`config.mk`:
```
export PLATFORM = sky130hd
export DESIGN_NAME = regfile_write_arbiter
export DESIGN_NICKNAME = d
export VERILOG_FILES = /design/src/rtl/regfile_write_arbiter.sv
export SDC_FILE = /design/constraint.sdc
export NUM_CORES = 1
export LEC_CHECK = 0
export BUFFER_PORTS_ARGS = -buffer_cell sky130_fd_sc_hd__clkbuf_2
export CAP_MARGIN = 20
export CELL_PAD_IN_SITES_DETAIL_PLACEMENT = 0
export CELL_PAD_IN_SITES_GLOBAL_PLACEMENT = 1
export CORE_AREA = 2 2 112 87
export DETAILED_ROUTE_END_ITERATION = 16
export DIE_AREA = 0 0 114 89
export GPL_TIMING_DRIVEN = 0
export PLACE_DENSITY = 0.69
export SYNTH_ARGS = -nofsm -noshare
export SYNTH_HDL_FRONTEND = slang
export SYNTH_SLANG_ARGS = --single-unit
export TNS_END_PERCENT = 5
```
`constraint.sdc`:
```
create_clock -name Clk -period 3.1 [get_ports Clk]
set_input_delay 0.465 -clock Clk [delete_from_list [all_inputs] [get_ports Clk]]
set_output_delay 0.465 -clock Clk [all_outputs]
set_load 0.02 [all_outputs]
```
`src/rtl/regfile_write_arbiter.sv`:
```
// Round-robin arbiter for the register file write port (requesters A and B).
// Optional post-reset clear of registers 1..2**AW-1 is enabled by defining REGFILE_ARB_INIT_EN.
module regfile_write_arbiter #(
  parameter int DW = 32,
  parameter int AW = 5
) (
  input  logic          Clk,
  input  logic          ResetN,
  input  logic          ReqValidA,
  input  logic [AW-1:0] ReqAddrA,
  input  logic [DW-1:0] ReqDataA,
  output logic          ReqReadyA,
  input  logic          ReqValidB,
  input  logic [AW-1:0] ReqAddrB,
  input  logic [DW-1:0] ReqDataB,
  output logic          ReqReadyB,
  output logic [AW-1:0] WriteRegister,
  output logic [DW-1:0] WriteData,
  output logic          RegWrite,
  output logic          InitDone,
  output logic          LastGrantB
);

  logic          run;
  logic          ptr_b, ptr_nxt;
  logic          gnt_a, gnt_b;
  logic          we_nxt, lgb_nxt;
  logic [AW-1:0] addr_nxt;
  logic [DW-1:0] data_nxt;

`ifdef REGFILE_ARB_INIT_EN
  typedef enum logic {S_INIT, S_RUN} state_t;
  state_t        state, state_nxt;
  logic [AW-1:0] cnt, cnt_nxt;

  always_ff @(posedge Clk or negedge ResetN) begin
    if (!ResetN) begin
      state <= S_INIT;
      cnt   <= AW'(1);
    end else begin
      state <= state_nxt;
      cnt   <= cnt_nxt;
    end
  end

  always_comb begin
    state_nxt = state;
    cnt_nxt   = cnt;
    if (state == S_INIT) begin
      cnt_nxt = cnt + 1'b1;
      if (cnt == '1) state_nxt = S_RUN;
    end
  end

  assign run = (state == S_RUN);
`else
  assign run = 1'b1;
`endif

  assign InitDone = run;

  // Contention is resolved by the pointer; a lone requester always wins.
  always_comb begin
    gnt_a = ReqValidA && (!ReqValidB || !ptr_b);
    gnt_b = ReqValidB && (!ReqValidA || ptr_b);
  end

  assign ReqReadyA = ResetN && run && gnt_a;
  assign ReqReadyB = ResetN && run && gnt_b;

  always_comb begin
    we_nxt   = 1'b0;
    addr_nxt = WriteRegister;
    data_nxt = WriteData;
    lgb_nxt  = LastGrantB;
    ptr_nxt  = ptr_b;
    if (ReqReadyA || ReqReadyB) begin
      addr_nxt = ReqReadyB ? ReqAddrB : ReqAddrA;
      data_nxt = ReqReadyB ? ReqDataB : ReqDataA;
      // Register 0 is hardwired: handshake completes but no write is issued.
      we_nxt   = (addr_nxt != '0);
      lgb_nxt  = ReqReadyB;
      if (ReqValidA && ReqValidB) ptr_nxt = !ptr_b;
    end
`ifdef REGFILE_ARB_INIT_EN
    if (!run) begin
      we_nxt   = 1'b1;
      addr_nxt = cnt;
      data_nxt = '0;
    end
`endif
  end

  always_ff @(posedge Clk or negedge ResetN) begin
    if (!ResetN) begin
      RegWrite      <= 1'b0;
      WriteRegister <= '0;
      WriteData     <= '0;
      LastGrantB    <= 1'b0;
      ptr_b         <= 1'b0;
    end else begin
      RegWrite      <= we_nxt;
      WriteRegister <= addr_nxt;
      WriteData     <= data_nxt;
      LastGrantB    <= lgb_nxt;
      ptr_b         <= ptr_nxt;
    end
  end

endmodule
```
# Yosys cells after proc, flatten, opt, wreduce, memory -nomap -nowiden
# Index checks and enable logic that the tools add are counted.
totals:
  register_bits: 40
  input_bits: 78
  output_inout_bits: 42
  wordCells: 21
op_classes:
  mux: 3
  n_reduce_logical: 13
op_table:
  columns: ["operator", "count"]
  rows:
  - ["32-bit 2-to-1 mux", 1]
  - ["1-bit logical AND", 5]
  - ["5-bit 2-to-1 mux", 1]
  - ["5-bit nonzero test", 1]
  - ["1-bit logical NOT", 3]
  - ["1-bit logical OR", 3]
  - ["2-bit AND reduction", 1]
  - ["1-bit 2-to-1 mux", 1]

# Logic depth before layout (Yosys ltp)
depth:
  ltp_word: 7
  depth_mapped: 5
  mapped_depth_nobuf: 3

# Worst setup path before layout
# OpenSTA, ideal clock, no wires.
synth_path:
  path_kind: "input to output"
  start: "input port ReqValidA"
  end: "output port ReqReadyB"
  t_arrival_ps: 1106
  required_time_ps: 2635
  path_slack_ps: 1529
  stages: 3
  path_buffers: 1
  path_cell_list: "and2b_1 buf_6 nor2_1"
synth_between:
  elab_chain_len: 4
synth_lines:
  columns: ["element", "line", "source"]
  rows:
  - ["from (decl)", "9", "input logic ReqValidA,"]
  - ["1-bit logical NOT", "65", "gnt_b = ReqValidB && (!ReqValidA || ptr_b);"]
  - ["1-bit logical OR", "65", null]
  - ["1-bit logical AND", "65", null]
  - ["1-bit logical AND", "69", "assign ReqReadyB = ResetN && run && gnt_b;"]
  - ["to (decl)", "16", "output logic ReqReadyB,"]
# Every way passes these cells.

# Final worst setup path
layout_path:
  start: "input port ResetN"
  end: "output port ReqReadyB"
layout_between:
  elab_chain_len: 1
layout_lines:
  columns: ["element", "line", "source"]
  rows:
  - ["from (decl)", "8", "input logic ResetN,"]
  - ["1-bit logical AND", "69", null]
# Every way passes these cells.

==> results list <==
- Ranked by instance count, the synthesized netlist is headed by sky130_fd_sc_hd__dfrtp_1 (40), sky130_fd_sc_hd__nor2_1 (40), sky130_fd_sc_hd__a31oi_1 (37), sky130_fd_sc_hd__o2111ai_1 (37).
* Number of nets at the end of the flow: 442
* Post-synth top area cell: sky130_fd_sc_hd__dfrtp_1
* Slew Limit Headroom: 0.614
* Post-synth net total: 316
- Number of nets with antenna violations after routing: 0
* Fraction of synthesized cell area taken by the top area cell type: 0.453
* Avg Cell Area, Syn: 9.29 um^2
- Total Negative Setup Slacks: 0 ns
- Using the TritonRoute via totals, the vias-per-cell ratio works out to 5.14.
- For the worst setup path, the data required time is 2.63 ns.
- Synthesis produced 238 cells.
- WP depth: 6
* Arrival time of the worst setup path: 2.02 ns
- CP max stage delay: 0.45 ns
* Slowest-stage cell, CP: sky130_fd_sc_hd__clkbuf_2
* Worst hold slack: 0.167 ns
- Clock buffers created by TritonCTS: 5
- Setup repair after global routing left no endpoint under its margin.
- Worst min-delay path class: primary input to asynchronous set/reset pin
- Top area cells in the synthesized netlist: sky130_fd_sc_hd__dfrtp_1 (45%), sky130_fd_sc_hd__o2111ai_1 (15%), sky130_fd_sc_hd__a31oi_1 (10%), sky130_fd_sc_hd__nor2_1 (6.8%), sky130_fd_sc_hd__o21ai_2 (4.0%)
- The die is 114 um wide.
* Worst clock skew: 0.00548 ns
* Fillcell total: 966
- For this design the top-level I/O count stands at 120.
* Launching element of the worst setup path: ResetN
- Counting cells, the worst reg-to-reg path comes to 4.
- Reg-to-Reg End: WriteRegister[1]$_DFFE_PN0P_
* Type of destination of the critical path: primary output
- Routability Congestion: 0.730
- After synthesis the cells add up to 0.00221 mm^2.
* Routed WL: 8450 um
- Clock insertion delay at the later pin of the skew report: 0.28 ns
- Area of the core: 0.00893 mm^2
- The repair_antennas step left the layout with diodes totalling 0.
* All-Layer GR Usage: 0.163
- Cell chosen for the clock root: sky130_fd_sc_hd__clkbuf_16
- In this design, the largest share of critical-path delay is due to buffers and inverters.
- Number of enable-type register cells in the synthesized netlist: 0
* Maximum Capacitance Violations: 0
* FMAX: 403 MHz
* Clock slew seen by the registers of the worst setup and hold paths: 0.06 ns
- Final count of negative-setup-slack endpoints: 0
- Number of different library cells in the post-synthesis netlist: 24
* Count of TritonRoute iterations in the first routing pass: 4
- CTS tree: yes
* CTS H-tree depth: 2
- The first global-routing pass estimated 12900 um of wire.
- Effective utilization at floorplan: 0.247
- From bottom edge to top edge, the die measures 89 um.
* Leakage Power: 0.00139 uW
- The worst setup path is launched from a primary input.
* Critical path class: primary input to primary output
- Wire length per cell after detailed routing: 17.7 um
- The signal on the critical path passes through clkbuf_2 -> buf_12 -> nand2_1 -> buf_2 -> nor2_1 -> clkbuf_2.
- Worst Max-Slew Pin Slew: 0.578 ns
- For this design the ratio of total power to cell area is 605 mW/mm^2.
- Buffers plus inverters on the worst setup path: 4
- The number of max-slew violations in the final report is 0.
- Final Hold Viols: 0
* Final period demand of the worst path: 2.48 ns
- DR vias: 2446
- Antenna violations before repair: 0
* CP Max Fanout: 27
* I/O Buffers: 118
- Detailed-route DRC error count: 0
* Area growth, synth to finish: 40.9%
* Overflow left after global routing: 0
* Maximum vdd ir drop: 0.000276 V
- Number of design-rule violations left by the first detailed-router iteration: 135
- In this run the critical register-to-register path is launched from ptr_b$_DFFE_PN0P_.
* Clock sink total: 40
- Following the worst setup path forward leads to its endpoint at ReqReadyB.
* Hold buffer count at CTS: 0
* Worst path most repeated cell: sky130_fd_sc_hd__clkbuf_2
* Worst-case register-to-register setup slack: 1.75 ns
- Share of synthesized flip-flops with an asynchronous set or reset: 1.00
* Share of layout cells above drive strength 1: 0.448
- Number of synthesized register bits: 40
- Entering global routing, the biggest net connects 28 pins.
* Number of global-route vias before repair: 2458
- Yosys printed 0 warnings.
- Post CTS Setup Buffer Count: 0
- Top_reg_cell synth: sky130_fd_sc_hd__dfrtp_1
- The number of gates resized after CTS was 0.
* HPWL Detailed: 6090 um
- The flow ran to the end, and the final reports show no timing, DRC or antenna violations.
* Floorplan die area: 0.0101 mm^2
- Part of the Yosys area used for sequential elements: 0.453
- Maximum clock path buffer count: 2
- Cell row count: 30
* Fraction of the cycle the final worst path needs: 0.800
## worst reg2reg max path: cells and delay by family, from the launching register on
kind | cells | cell delay (ns)
buffers and inverters | 2 | 0.51
DFF | 1 | 0.35
AOI/OAI and AO/OA | 2 | 0.41
## where the power goes
group          total [uW]  internal (uW)  leakage, uW  switching [uW]
registers             661            611     0.000448            50.7
clock network         549            338    0.0000760             210
logic                 674            231     0.000862             443
total                1880           1180      0.00139             704
## cells by family after synthesis
logic type	count (synthesis)	synth area share
XOR/XNOR	1	0.00396
other	1	0.00170
AND/OR/NAND/NOR	46	0.0826
AO/OA/AOI/OAI	116	0.368
flip-flops	40	0.453
buffers and inverters	34	0.0911
## metrics by stage
step / power, uW / setup WS (ns) / utilization / cells / area [um^2]
after detailed placement: 1350 / 0.562 / 0.332 / 469 / 2960
final: 1880 / 0.619 / 0.349 / 476 / 3110
after floorplan: 1080 / 1.53 / - / 238 / 2210
after CTS: 1900 / 0.560 / 0.349 / 476 / 3110
after global routing: 1980 / 0.448 / 0.349 / 476 / 3110
after global placement: 1340 / 0.221 / 0.329 / 468 / 2940
## worst min-delay path by stage
stage                                      start                         to  slack, ns  depth (start not counted)
after floorplan                           ResetN     LastGrantB$_DFFE_PN0P_       0.17                          0
after detailed placement  LastGrantB$_DFFE_PN0P_     LastGrantB$_DFFE_PN0P_       0.47                          1
after global placement    LastGrantB$_DFFE_PN0P_     LastGrantB$_DFFE_PN0P_       0.46                          1
after global routing                      ResetN  WriteData[13]$_DFFE_PN0P_       0.21                          1
after CTS                                 ResetN  WriteData[12]$_DFFE_PN0P_       0.18                          1
final                                     ResetN  WriteData[12]$_DFFE_PN0P_       0.17                          1
## sequential cells by signal (all words and copies together), names as in the netlist
name and count:
WriteRegister 5, WriteData 32, LastGrantB 1, ptr_b 1
RegWrite 1
## placed cells by master, fill, tap and decap left out, drive strengths merged, types with 2 or more instances in the layout
cell type and n:
dfrtp 40, nand2 2, o2111ai 37, nor2 40, buf 26, o21ai 39, clkbuf 132, a31oi 37
inv 2
## per-layer routing
layer / part of all wire / wire length (um) / global-route usage
met1: 0.48 / 4010 / 0.227
met4: 0.0047 / 40 / 0.0299
met5: 0 / 0 / 0
met2: 0.44 / 3720 / 0.261
met3: 0.079 / 671 / 0.0407
## final cells by class
| cell class | count | area, um^2 | area share |
|---|---|---|---|
| repair buffers | 119 | 611 | 0.196 |
| clock buffers | 7 | 153 | 0.0490 |
| inverters | 2 | 7.51 | 0.00241 |
| multi-input cells | 164 | 1010 | 0.324 |
| plain buffers | 32 | 194 | 0.0623 |
| well taps | 112 | 140 | 0.0450 |
| flip-flops and latches | 40 | 1000 | 0.321 |
No activity file was read; power rests on OpenSTA's default activity.
